**config.mk**
```make
export PLATFORM = sky130hd
export DESIGN_NAME = ram_port_arbiter
export DESIGN_NICKNAME = d
export VERILOG_FILES = /design/src/rtl/ram_port_arbiter.sv
export SDC_FILE = /design/constraint.sdc
export NUM_CORES = 1
export LEC_CHECK = 0
export ABC_CLOCK_PERIOD_IN_PS = 2600
export CAP_MARGIN = 25
export CORE_AREA = 5 5 129 131
export DETAILED_ROUTE_END_ITERATION = 6
export DIE_AREA = 0 0 134 136
export PLACE_DENSITY_LB_ADDON = 0.25
export SLEW_MARGIN = 20
export SYNTH_ARGS = -nofsm -noshare
export SYNTH_HDL_FRONTEND = slang
export SYNTH_SLANG_ARGS = --single-unit
```
**constraint.sdc**
```tcl
create_clock -name CLK -period 2.6 [get_ports CLK]
set_input_delay 0.26 -clock CLK [delete_from_list [all_inputs] [get_ports CLK]]
set_output_delay 0.26 -clock CLK [all_outputs]
set_load 0.02 [all_outputs]
```
**src/rtl/ram_port_arbiter.sv**
```systemverilog
// Round-robin arbiter between NREQ requesters and one RAM port, with a
// draining testbench takeover. Grants are registered; the ram_* mux is combinational.
module ram_port_arbiter #(
  parameter int NREQ = 2,
  parameter int AW   = 32,
  parameter int DW   = 32
) (
  input  logic              CLK,
  input  logic              nRST,
  input  logic              tbCTRL,
  input  logic              tb_wen,
  input  logic              tb_ren,
  input  logic [AW-1:0]     tb_addr,
  input  logic [DW-1:0]     tb_store,
  input  logic [NREQ-1:0]   req_wen,
  input  logic [NREQ-1:0]   req_ren,
  input  logic [NREQ*AW-1:0] req_addr,
  input  logic [NREQ*DW-1:0] req_store,
  output logic [NREQ-1:0]   req_wait,
  output logic [DW-1:0]     req_load,
  output logic [NREQ-1:0]   grant,
  output logic              tb_active,
  output logic              ram_wen,
  output logic              ram_ren,
  output logic [AW-1:0]     ram_addr,
  output logic [DW-1:0]     ram_store,
  input  logic [DW-1:0]     ram_load,
  input  logic              ram_ready
);

  localparam int IW = (NREQ > 1) ? $clog2(NREQ) : 1;

  typedef enum logic [1:0] {S_IDLE, S_GRANT, S_DRAIN, S_TB} state_t;

  state_t          state_q, state_d;
  logic [IW-1:0]   ptr_q, ptr_d;
  logic [IW-1:0]   own_q, own_d;
  logic [NREQ-1:0] grant_q, grant_d;
  logic [NREQ-1:0] req;
  logic            busy, owner_req, abandon, done;
  logic [IW-1:0]   search_base;
  logic [NREQ-1:0] search_mask;
  logic            win_vld;
  logic [IW-1:0]   win_idx;
  logic [IW-1:0]   cand_idx;
  int              cand;

  function automatic logic [IW-1:0] ptr_inc(input logic [IW-1:0] i);
    if (int'(i) >= NREQ - 1) return '0;
    return i + 1'b1;
  endfunction

  assign req       = req_wen | req_ren;
  assign busy      = (state_q == S_GRANT) || (state_q == S_DRAIN);
  assign owner_req = req[own_q];
  assign abandon   = busy & ~owner_req;
  assign done      = busy & owner_req & ram_ready;

  // Winner search; the completing owner is masked so it cannot re-win this cycle.
  always_comb begin
    search_base = (state_q == S_IDLE) ? ptr_q : ptr_inc(own_q);
    search_mask = req;
    if (busy) search_mask[own_q] = 1'b0;
    win_vld  = 1'b0;
    win_idx  = '0;
    cand     = 0;
    cand_idx = '0;
    for (int k = NREQ - 1; k >= 0; k--) begin
      cand     = (int'(search_base) + k) % NREQ;
      cand_idx = IW'(cand);
      if (search_mask[cand_idx]) begin
        win_vld = 1'b1;
        win_idx = cand_idx;
      end
    end
  end

  always_comb begin
    state_d = state_q;
    ptr_d   = ptr_q;
    own_d   = own_q;
    grant_d = grant_q;
    case (state_q)
      S_IDLE: begin
        if (tbCTRL) begin
          state_d = S_TB;
          grant_d = '0;
        end else if (win_vld) begin
          state_d          = S_GRANT;
          own_d            = win_idx;
          grant_d          = '0;
          grant_d[win_idx] = 1'b1;
        end
      end
      S_GRANT: begin
        if (abandon) begin
          ptr_d   = ptr_inc(own_q);
          state_d = S_IDLE;
          grant_d = '0;
        end else if (ram_ready) begin
          if (tbCTRL) begin
            state_d = S_TB;
            grant_d = '0;
          end else begin
            ptr_d   = ptr_inc(own_q);
            grant_d = '0;
            if (win_vld) begin
              state_d          = S_GRANT;
              own_d            = win_idx;
              grant_d[win_idx] = 1'b1;
            end else begin
              state_d = S_IDLE;
            end
          end
        end else if (tbCTRL) begin
          state_d = S_DRAIN;
        end
      end
      S_DRAIN: begin
        if (abandon) begin
          ptr_d   = ptr_inc(own_q);
          state_d = S_IDLE;
          grant_d = '0;
        end else if (ram_ready) begin
          state_d = S_TB;
          grant_d = '0;
        end
      end
      S_TB: begin
        grant_d = '0;
        if (!tbCTRL) state_d = S_IDLE;
      end
      default: begin
        state_d = S_IDLE;
        grant_d = '0;
      end
    endcase
  end

  always_ff @(posedge CLK or negedge nRST) begin
    if (!nRST) begin
      state_q <= S_IDLE;
      ptr_q   <= '0;
      own_q   <= '0;
      grant_q <= '0;
    end else begin
      state_q <= state_d;
      ptr_q   <= ptr_d;
      own_q   <= own_d;
      grant_q <= grant_d;
    end
  end

  // An abandoning owner has already left, so the port is quiet that cycle.
  always_comb begin
    ram_wen   = 1'b0;
    ram_ren   = 1'b0;
    ram_addr  = '0;
    ram_store = '0;
    if (state_q == S_TB) begin
      ram_wen   = tb_wen;
      ram_ren   = tb_ren;
      ram_addr  = tb_addr;
      ram_store = tb_store;
    end else if (busy && !abandon) begin
      ram_wen   = req_wen[own_q];
      ram_ren   = req_ren[own_q] & ~req_wen[own_q];
      ram_addr  = req_addr[int'(own_q)*AW +: AW];
      ram_store = req_store[int'(own_q)*DW +: DW];
    end
  end

  assign req_wait  = req & ~(grant_q & {NREQ{done}});
  assign req_load  = ram_load;
  assign grant     = grant_q;
  assign tb_active = (state_q == S_TB);

endmodule
```
==> impl_metrics.json <==
{
  "status": "finished, final reports clean",
  "gp_congestion": 0.792,
  "grt_max_degree": 69,
  "slew_viol_final": 0,
  "ys_seq_area_share_pct": 6.66,
  "ant_nets": 0,
  "maxClockFrequency_ghz": 0.423,
  "start_util_pct": 14.6,
  "viasPerCell": 4.16,
  "regArea_um2": 154,
  "worst_slew_margin_rel_pct": 73.6,
  "grt_pass1_wl_um": 18500,
  "syn2layout_area_growth_pct": 131,
  "avgSynthCellArea_um2": 6.79,
  "wl_per_cell_um": 16.7,
  "synth_top_area_share_pct": 29.7,
  "cts_tree": "done",
  "ctsRootBufferMaster": "clkbuf_16",
  "synth_ff_type": "dfrtp_1",
  "reg2reg_from": "state_q[1]",
  "cp.required_ns": 2.34,
  "pin_count": 337,
  "rsz0062_at_grt": "false",
  "place_area_um2": 5020,
  "synth_fa_ha_area_share_pct": 2.77,
  "io_buffers": 272,
  "r2r_end": "grant[0]",
  "core-area_um2": 15500,
  "p_int_mw": 2.55,
  "layout.nets": 805,
  "power_frac_comb_pct": 90.9,
  "htree_levels": 1,
  "dieArea_um2": 18200,
  "design_area_um2": 5220,
  "worstSetupPathType": "reg -> out",
  "fp-row-count": 46,
  "start_kind": "register",
  "fillCellCount": 1646,
  "min_path_type": "in -> async",
  "grt_overflow_total": 0,
  "leakage_nw": 2.80,
  "grt.total_usage_pct": 12.5,
  "die_h_um": 136,
  "multiInputGateArea_um2": 1730,
  "syn_area_um2": 2250,
  "power_frac_seq_pct": 4.3,
  "r2r_slack_ns": 0.39,
  "drt_iter0_markers": 115,
  "yosys_warnings": 0,
  "crit_fanout": 12,
  "insertion_delay_ns": 0.23,
  "layout_common_cells": "206 x clkdlybuf4s50_1, 71 x nand2_1, 67 x mux2i_1",
  "drc": 0,
  "cp_data_arrival_time_ns": 2.11,
  "crit_family": "buffers and inverters",
  "power_density_nw_per_um2": 1020,
  "hold_viol": 0,
  "numCtsBuffers": 3,
  "drv_cap": 0,
  "path_clk_slew_ns": 0.04,
  "first_pass_iters": 4,
  "clock_skew_ns": 0.00440,
  "synth_edf_count": 0,
  "tightest_slew_ns": 0.391,
  "wl_um": 12600,
  "peakVddDrop_mv": 0.601,
  "synthXorXnorAreaFrac_pct": 0,
  "yosys.area_share.simple_pct": 19.6,
  "crit_chain": "nor3_1 > a21oi_2 > buf_4 > a41oi_1 > clkdlybuf4s50_1",
  "async_reset_ff_share_pct": 100,
  "die_w_um": 134,
  "critPathBufInv": 2,
  "cts.sinks": 6,
  "cpPeakStageDelay_ns": 0.63,
  "synthCells": 332,
  "clockPowerShare_pct": 4.8,
  "syn_nets": 571,
  "finalSetupViolations": 0,
  "reg2reg_depth": 7,
  "yosys.cell_types.count": 43,
  "synth_compound_area_share_pct": 22.8,
  "synthMuxAreaShare_pct": 31.6,
  "synth_seq_cells": 6,
  "fin_setup_tns_ns": 0,
  "clk_path_buf_depth": 2,
  "yosys.area.top_type": "mux2i_1",
  "power_switching_mw": 2.77,
  "min_period_ns": 2.37,
  "dp_hpwl_um": 10500,
  "ctsHoldBuffers": 0,
  "antenna_found_initial": 2,
  "grt_pass1_vias": 3378,
  "vias": 3156,
  "min_period_over_period_pct": 91.0,
  "synth.area.top_cells": "mux2i_1 30%, o21ai_0 15%, nand2_1 12%, buf_4 11%, dfrtp_1 6.7%",
  "drive_gt1_share_pct": 5.31,
  "final_common_cell": "clkdlybuf4s50_1",
  "crit_path_top_delay_cell": "clkdlybuf4s50_1",
  "crit_path_end_kind": "output pin",
  "switching_share_pct": 52.1,
  "synth_top_family_by_area": "multiplexers"
}
==> cells in the mapped netlist (all sizes together) (3+ instances only) <==
library cell and n:
nand2 72, nand3 4, ha 5, inv 8, dfrtp 6, mux2i 67, nor3 5, clkbuf 13
nor2 7, mux2 3, buf 42, a21oi 7, o21ai 69
==> flip-flops by register name, summed over array words and instances, names as in the netlist <==
register	flops
grant	2
own_q	1
ptr_q	1
state_q	2
==> through the flow <==
stage               util, %  instances  power (mW)  setup WS, ns  hold slack (ns)
detailed placement     32.4        753        5.35       -0.0119            0.520
global route           33.7        758        5.73        0.0937            0.310
global placement       32.4        753        5.36        0.0221            0.520
finish                 33.7        758        5.32         0.234            0.279
floorplan                 -        332        3.04         0.512          -0.0356
CTS                    32.8        757        5.53      0.000591            0.294
==> routing by layer <==
layer,wire length [um],global-route usage [%],up-vias
li1,-,-,1599
met1,4620,14.1,1386
met2,6770,23.4,149
met3,1050,4.15,20
met4,196,2.23,2
met5,7,0,-
==> how the worst max path moves through the flow <==
stage / slack, ns / start / endpoint / cells after the start
6_report: 0.23 / own_q / req_wait[1] / 5
3_5_place_dp: -0.01 / req_ren[1] / ram_store[0] / 7
2_1_floorplan: 0.51 / state_q[0] / grant[0] / 8
3_3_place_gp: 0.02 / req_ren[1] / ram_store[0] / 7
5_1_grt: 0.09 / state_q[1] / ram_store[31] / 6
4_1_cts: 0.0006 / state_q[1] / ram_addr[31] / 6
==> layout make-up <==
cell class	count	share of cell area, %
flip-flops and latches	6	2.95
inverters	8	0.576
repair buffers	284	57.1
clock buffers	4	1.51
multi-input cells	263	33.2
diodes	1	0.0480
well taps	192	4.61
==> power by group through the flow <==
stage | combinational (mW) | clock (mW) | sequential, mW
4_1_cts | 5.04 | 0.259 | 0.231
3_5_place_dp | 5.11 | 0 | 0.231
6_report | 4.84 | 0.254 | 0.229
3_3_place_gp | 5.13 | 0 | 0.230
5_1_grt | 5.22 | 0.273 | 0.242
2_1_floorplan | 2.84 | 0 | 0.198
==> logic make-up (layout without fill, tap and decap cells) <==
kind of cell | Yosys count | in the layout
AO/OA/AOI/OAI | 90 | 90
adder cells (fa/ha/maj) | 5 | 5
buffers and inverters | 63 | 296
flip-flops | 6 | 6
multiplexers | 70 | 70
other | 0 | 1
AND/OR/NAND/NOR | 98 | 98
==> timing repair <==
action | in CTS | in global routing
hold endpoints to repair | 0 | 0
buffers inserted | 0 | 0
endpoints found under the setup margin | 13 | 53
gates resized for setup | 13 | 53
(Power assumes the default switching activity.)
